[config.mk]
export PLATFORM = sky130hd
export DESIGN_NAME = wb_port_arbiter
export DESIGN_NICKNAME = d
export VERILOG_FILES = /design/src/rtl/wb_port_arbiter.sv
export SDC_FILE = /design/constraint.sdc
export NUM_CORES = 1
export LEC_CHECK = 0
export CORE_ASPECT_RATIO = 1.75
export CORE_MARGIN = 2
export CORE_UTILIZATION = 35
export CTS_BUF_LIST = sky130_fd_sc_hd__clkbuf_8 sky130_fd_sc_hd__clkbuf_16
export DETAILED_ROUTE_END_ITERATION = 10
export GPL_TIMING_DRIVEN = 0
export HOLD_SLACK_MARGIN = 0.05
export MAX_ROUTING_LAYER = met4
export PLACE_DENSITY = 0.6
export RECOVER_POWER = 50
export SETUP_SLACK_MARGIN = 0.4
export SYNTH_ARGS = -nofsm -noshare
export SYNTH_HDL_FRONTEND = slang
export SYNTH_SLANG_ARGS = --single-unit
[constraint.sdc]
create_clock -name clk -period 4.1 [get_ports clk]
set_input_delay 0.82 -clock clk [delete_from_list [all_inputs] [get_ports clk]]
set_output_delay 0.82 -clock clk [all_outputs]
set_load 0.01 [all_outputs]
[src/rtl/wb_port_arbiter.sv]
// Register-file write-port arbiter: writeback has priority over buffered mul/div results, with starvation-forced drains and WAW kill.
// Optional macro WBARB_BYPASS_EN lets a multi-cycle result skip an empty FIFO when the port is idle.
module wb_port_arbiter #(
  parameter int DEPTH        = 2,
  parameter int STARVE_LIMIT = 4
) (
  input  logic        clk,
  input  logic        reset,
  input  logic        wb_valid,
  input  logic [4:0]  wb_dst,
  input  logic [63:0] wb_data,
  output logic        wb_stall,
  input  logic        md_valid,
  output logic        md_ready,
  input  logic [4:0]  md_dst,
  input  logic [63:0] md_data,
  output logic        rf_wen,
  output logic [4:0]  rf_waddr,
  output logic [63:0] rf_wdata,
  input  logic [4:0]  q_src1,
  input  logic [4:0]  q_src2,
  output logic        q_hit1,
  output logic        q_hit2,
  output logic        busy
);

  localparam int PW = $clog2(DEPTH);
  localparam int CW = PW + 1;
  localparam int SW = $clog2(STARVE_LIMIT + 1);

  typedef enum logic {NORMAL, FORCE} state_t;

  state_t           state;
  logic [DEPTH-1:0] ent_valid;
  logic [DEPTH-1:0] valid_next;
  logic [DEPTH-1:0] kill_mask;
  logic [4:0]       ent_dst  [DEPTH];
  logic [63:0]      ent_data [DEPTH];
  logic [PW-1:0]    rptr;
  logic [PW-1:0]    wptr;
  logic [CW-1:0]    count;
  logic [SW-1:0]    starve_cnt;
  logic             alive;

  logic             grant_wb;
  logic             grant_head;
  logic             bypass;
  logic             push;
  logic             kill_en;
  logic             wr_en;
  logic [4:0]       wr_addr;
  logic [63:0]      wr_data;

  // alive keeps md_ready low throughout reset while still decoding from registers only
  assign md_ready = alive && (count < CW'(DEPTH));
  assign busy     = |ent_valid;
  assign kill_en  = grant_wb && (wb_dst != 5'd0);
  assign push     = md_valid && md_ready && (md_dst != 5'd0) && !bypass;

`ifdef WBARB_BYPASS_EN
  assign bypass = (state == NORMAL) && (count == '0) && !wb_valid && alive && md_valid && (md_dst != 5'd0);
`else
  assign bypass = 1'b0;
`endif

  always_comb begin
    grant_wb   = 1'b0;
    grant_head = 1'b0;
    wb_stall   = 1'b0;
    if (state == FORCE) begin
      grant_head = (count != '0);
      wb_stall   = wb_valid;
    end else if (wb_valid) begin
      grant_wb = 1'b1;
    end else begin
      grant_head = (count != '0);
    end
  end

  // Queries see pre-kill, pre-push state; the kill mask spares a same-cycle push by construction
  always_comb begin
    q_hit1    = 1'b0;
    q_hit2    = 1'b0;
    kill_mask = '0;
    for (int i = 0; i < DEPTH; i++) begin
      if (ent_valid[i] && (ent_dst[i] == q_src1)) q_hit1 = 1'b1;
      if (ent_valid[i] && (ent_dst[i] == q_src2)) q_hit2 = 1'b1;
      if (ent_valid[i] && kill_en && (ent_dst[i] == wb_dst)) kill_mask[i] = 1'b1;
    end
    if (q_src1 == 5'd0) q_hit1 = 1'b0;
    if (q_src2 == 5'd0) q_hit2 = 1'b0;
  end

  always_comb begin
    valid_next = ent_valid & ~kill_mask;
    if (grant_head) valid_next[rptr] = 1'b0;
    if (push)       valid_next[wptr] = 1'b1;
  end

  always_comb begin
    wr_en   = 1'b0;
    wr_addr = wb_dst;
    wr_data = wb_data;
    if (grant_wb) begin
      wr_en = (wb_dst != 5'd0);
    end else if (grant_head) begin
      wr_en   = ent_valid[rptr];
      wr_addr = ent_dst[rptr];
      wr_data = ent_data[rptr];
    end else if (bypass) begin
      wr_en   = 1'b1;
      wr_addr = md_dst;
      wr_data = md_data;
    end
  end

  always_ff @(posedge clk) begin
    if (push) begin
      ent_dst[wptr]  <= md_dst;
      ent_data[wptr] <= md_data;
    end
  end

  always_ff @(posedge clk or negedge reset) begin
    if (!reset) begin
      ent_valid <= '0;
      rptr      <= '0;
      wptr      <= '0;
      count     <= '0;
      alive     <= 1'b0;
    end else begin
      alive     <= 1'b1;
      ent_valid <= valid_next;
      count     <= count + CW'(push) - CW'(grant_head);
      if (push)       wptr <= wptr + 1'b1;
      if (grant_head) rptr <= rptr + 1'b1;
    end
  end

  // FORCE coincides with the counter reaching the limit and lasts until the head pops
  always_ff @(posedge clk or negedge reset) begin
    if (!reset) begin
      state      <= NORMAL;
      starve_cnt <= '0;
    end else if (grant_head || (count == '0)) begin
      state      <= NORMAL;
      starve_cnt <= '0;
    end else if (starve_cnt < SW'(STARVE_LIMIT)) begin
      starve_cnt <= starve_cnt + 1'b1;
      if (starve_cnt == SW'(STARVE_LIMIT - 1)) state <= FORCE;
    end
  end

  always_ff @(posedge clk or negedge reset) begin
    if (!reset) begin
      rf_wen   <= 1'b0;
      rf_waddr <= 5'd0;
      rf_wdata <= 64'd0;
    end else begin
      rf_wen <= wr_en;
      if (wr_en) begin
        rf_waddr <= wr_addr;
        rf_wdata <= wr_data;
      end
    end
  end

endmodule

* Word-level counts from Yosys, hierarchy flattened
Memory sizes are Yosys's and may differ from the RTL's.
Index checks and enable logic that the tools add are counted.
** Word-level totals
- Bits in read-only memories :: 0
- Bits in registers :: 81
- Bits of input ports :: 152
- RAM bits :: 138
- Memories kept :: 2
- Logic and storage cells :: 94
- Output and inout bits :: 75
- Latch bits :: 0
** Memories
- ent_data :: depth 2, bits a word 64, read ports 1, clocked after memory_dff 0, write ports 1, line 38 : logic [63:0] ent_data [DEPTH];
- ent_dst :: depth 2, bits a word 5, read ports 3, clocked after memory_dff 0, write ports 1, line 37 : logic [4:0] ent_dst [DEPTH];
** Cells by class
- Bitwise gates (word level) :: 5
- Shift operators :: 0
- Mux-type cells :: 34
- $mul :: 0
- Add/sub/neg operators :: 5
- Reductions and logical operators :: 25
- Divide/modulo/power cells :: 0
- Equality and inequality tests :: 7
- $lt $le $gt $ge :: 6
** Operator list (number)
- 2-to-1 mux 64 bit :: 2
- equality test 5 bit :: 6
- 2-to-1 mux 1 bit :: 24
- logical AND 1 bit :: 14
- zero test 5 bit :: 2
- 2-to-1 mux 5 bit :: 2
- nonzero test 5 bit :: 2
- 2-to-1 mux 3 bit :: 2
- nonzero test 2 bit :: 3
- bitwise AND 2 bit :: 2
- < comparator 1 x 2 -> 1 bit (second input constant) :: 2
- 2-to-1 mux 2 bit :: 2
- NOT 2 bit :: 2
- adder 3 x 1 -> 3 bit (second input constant) :: 1
- equality test 3 x 2 -> 1 bit (second input constant) :: 1
- < comparator 3 bit (second input constant) :: 1
- adder 1 bit (second input constant) :: 2
- adder 2 x 1 -> 2 bit :: 1
- demux 1 bit (select 1 bit) :: 2
- >= comparator 1 bit (second input constant) :: 2
- zero test 2 bit :: 1
- < comparator 2 bit (second input constant) :: 1
- OR 2 bit :: 1
- AND reduction 2 bit :: 1
- 3 further kinds :: 3

* Depth between registers and ports, before layout
- Depth in word-level cells :: 12
- Depth in mapped cells :: 11
- Depth with buffers taken out :: 8

* Worst setup path before layout
Ideal clock, no wire load.
- Kind :: input-to-reg
- Start :: input port md_dst[3]
- End :: memory ent_data[0][0], enable pin
- Required time :: 3.603 ns
- Path buffers :: 0
- Arrival time :: 4.023 ns
- Cell stages on the path :: 3
- Slack :: -0.420 ns
- Path through :: or4_1 > o211ai_1 > nor2_1
** On the way
- Longest elaborated chain between the ends :: 4
** RTL lines
- from (decl) :: line 15 : input logic [4:0] md_dst,
- nonzero test 5 bit :: line 58 : assign push = md_valid && md_ready && (md_dst != 5'd0) && !bypass;
- logical AND 1 bit :: line 58
- 2-to-1 mux 1 bit :: line 118 : if (push) begin
- 2-to-1 mux 1 bit (not written as such) :: line 120 : ent_data[wptr] <= md_data;
- to (decl) :: line 38
Every way passes these cells.

* Final worst setup path
- Start :: input port q_src1[2]
- End :: output port q_hit1
** On the way
- Longest elaborated chain between the ends :: 5
- Elaborated cells on any way between the ends :: 8
** RTL lines
- from (decl) :: line 20 : input logic [4:0] q_src1,
- equality test 5 bit :: line 86 : if (ent_valid[i] && (ent_dst[i] == q_src1)) q_hit1 = 1'b1;
- logical AND 1 bit :: line 86
- 2-to-1 mux 1 bit (2 in a row) :: line 86
- 2-to-1 mux 1 bit * :: line 90 : if (q_src1 == 5'd0) q_hit1 = 1'b0;
- to (decl) :: line 22 : output logic q_hit1,
Mark *: on every way between the ends. The rest lies on a longest branch, timed or not.

==> results.toml <==
[sta]
drv_slew = 40
max_freq_ghz = 0.295
final.setup_skew_ns = 0.00797
timing_hold_violations_final = 0
setup_viol = 0
hold_slack_ns = 0.502
setup_repair_after_global_routing_missed_its_margin = "no"
min_period_over_period_pct = 82.7
finalSetupTns_ns = 0
postLayoutSetupSlackWorst_ns = 0.707
timing_worst_slew_pin_value_ns = 2.53
timing.max_slew.rel_slack_pct = -69.0
final_period_minus_worst_setup_slack_ns = 3.39

[power_and_ir_drop]
vdd.ir_drop.worst_uv = 375
pwr_density_cell_mw_per_mm2 = 628
cellLeakagePower_nw = 5.05
p_total_mw = 8.15

[global_route]
global_route_wire_length_before_repair_um = 37600
globalRoute.totalOverflow = 0
grt_antenna_before_repair = 9
via_count_of_the_first_global_routing_pass = 6532
grt_max_degree = 43
track_usage_pct = 18.0

[drt]
drt_pre_antenna_iters = 4
drcViolationCount = 0
avgRoutedWirePerCell_um = 20.6
drt.antenna.violating_nets = 0
vias = 6067
drt_wl_total_um = 25100
routed_via_density = 4.97
drt_first_iter_violations = 327

[clock_network]
cts.htree.levels = 1
cts.hold.buffers_added = 0
clock_latency_on_the_worst_skew_pair_ns = 0.50
cts_setup_buffers = 0
clock-root-buffer = "sky130_fd_sc_hd__clkbuf_16"
cts.path.max_buffers = 3
cts-resized-gates = 0
tritoncts = "built"
clkSlewWorstSetupHoldPaths_ns = 0.06
cts_buffers = 21
cts.sinks = 219

[critical_path]
end_kind = "primary output"
cell_seen_most_often_among_critical_path_stages = "sky130_fd_sc_hd__clkdlybuf4s50_1"
cp_num_buf_inv = 2
crit_path_top_delay_cell = "sky130_fd_sc_hd__clkdlybuf4s50_1"
timing.critical_path.from = "q_src1[2]"
critical-path-top-delay-family = "buffers and inverters"
startpoint_type = "primary input"
critPathMaxFanout = 3
r2r_start = "count[1]$_DFF_PN0_"
worstSetupPathType = "in -> out"
critical_path.cell_chain = "clkdlybuf4s50_1 > xor2_1 > nor4_1 > nand3_1 > a21oi_1 > clkdlybuf4s50_1"
cp.required_ns = 3.28
critPathMaxStageDelay_ns = 0.55
data_arrival_time_of_the_worst_path_ns = 2.57

[synthesis]
dominantRegCellSynth = "sky130_fd_sc_hd__edfxtp_1"
post_synth_instance_area_mm2 = 0.00950
netlist_instances = 622
ys_ff_latch = 219
seq_area_frac_synth_pct = 64.9
yosys-top-cells-area = "sky130_fd_sc_hd__edfxtp_1, sky130_fd_sc_hd__dfrtp_1, sky130_fd_sc_hd__mux2_4, sky130_fd_sc_hd__mux2i_1, sky130_fd_sc_hd__o21ai_0"
synth_top_area_cell = "sky130_fd_sc_hd__edfxtp_1"
ys_types = 30
yosys.cell_count.top_type = "sky130_fd_sc_hd__o21ai_0"
asyncSetResetFlopFracSynth_pct = 37.0
synth.yosys.warnings = 0
synth_enable_flop_cells = 138
synth_top_cells_by_count = "sky130_fd_sc_hd__o21ai_0, sky130_fd_sc_hd__edfxtp_1, sky130_fd_sc_hd__dfrtp_1"
syn_area_per_cell_um2 = 15.3
yosysTopAreaCellShare_pct = 43.6
net_count_of_the_mapped_netlist = 778

[floorplan]
die_h_um = 222
ios = 227
core_region_area_mm2 = 0.0267
starting_density_pct = 35.6
std_cell_rows = 79
floorplan.die.width_um = 129
fp.dieArea_mm2 = 0.0285

[min_path]
holdCritPathClass = "reg -> reg"
timing.hold.worst.start = "rf_waddr[4]$_DFFE_PN0P_"

[place]
gp_congestion = 0.865
port_buffers = 226
detailed_place_hpwl_um = 18000
dp_worst_setup_slack_ns = 0.504

[final_layout]
flow.area_growth_from_synthesis_pct = 36.7
drive_above_1_share_pct = 13.5
nets = 1032

[run_status]
run_status = "complete, but fails checks"
failing_checks = "capacitance limit, slew limit"

[run]
drv_cap = 1
[cell families (layout without fill, tap and decap cells)]
kind of cell	Yosys count	after routing	share of synthesized area, %
AO/OA/AOI/OAI	149	149	7.97
XOR/XNOR	35	35	3.23
adder cells (fa/ha/maj)	4	4	0.527
buffers and inverters	45	313	3.16
flip-flops	219	219	64.9
multiplexers	140	140	18.4
other	1	7	0.0395
AND/OR/NAND/NOR	29	29	1.75
[stage by stage]
stage / utilization, % / instances / cell area, µm²
floorplan: - / 622 / 9500
global placement: 45.6 / 1172 / 12200
detailed placement: 46.1 / 1177 / 12300
CTS: 48.6 / 1214 / 13000
global route: 48.7 / 1220 / 13000
finish: 48.7 / 1220 / 13000
[power by group]
group          internal [mW]  switching, mW  total [mW]
logic                   1.66           1.39        3.05
clock network           1.10          0.807        1.91
registers               2.89          0.293        3.19
total                   5.66           2.49        8.15
[path summary, 6_finish.rpt]
kind	to	slack [ns]	depth (start not counted)
max	q_hit1	0.71	6
min	rf_waddr[4]$_DFFE_PN0P_	0.50	1
max reg2reg	count[1]$_DFF_PN0_	1.11	10
min reg2reg	rf_waddr[4]$_DFFE_PN0P_	0.50	1
max in group asynchronous	rf_wdata[25]$_DFFE_PN0P_	1.55	1
min in group asynchronous	rf_wdata[42]$_DFFE_PN0P_	1.10	1
[metal layers]
metal | global-route usage (%) | wire length (µm) | up-vias
met5 | - | 0 | -
met4 | 8.13 | 861 | 0
met3 | 2.00 | 906 | 47
met2 | 33.6 | 14300 | 175
met1 | 18.7 | 9040 | 3011
li1 | - | - | 2834
[layout by cell type (no fill, tap or decap), drive strengths merged, types with 2 or more instances in the layout]
master         netlist  final
o21ai              142    142
diode                0      6
buf                 14     19
ha                   4      4
a21oi                3      3
or4                  4      4
nor2b                2      2
dlygate4sd3          0    106
xnor2               14     14
nand3                6      6
o22ai                2      2
dfrtp               81     81
mux2i               71     71
nor2                 7      7
inv                  6     13
or2                  2      2
nor4                 6      6
mux2                69     69
xor2                21     21
edfxtp             138    138
clkinv               0      2
clkdlybuf4s50        0    119
clkbuf              25     53
[cell type report]
class	instances	area, µm²
Sequential cell	219	6170
Tap cell	324	405
Inverter	6	22.5
Clock inverter	10	70.1
Fill cell	2372	13700
Clock buffer	27	608
Multi-Input combinational cell	358	3050
Buffer	39	278
Timing Repair Buffer	231	2370
Antenna cell	6	15.0
[registers in the layout, summed over array words and instances (netlist names)]
signal and count:
ent_dst 10, rf_waddr 5, ent_data 128, ent_valid 2, wptr 1, rf_wdata 64
rf_wen 1, count 2, rptr 1, alive 1, starve_cnt 3, state 1
No activity file was read; power rests on OpenSTA's default activity.
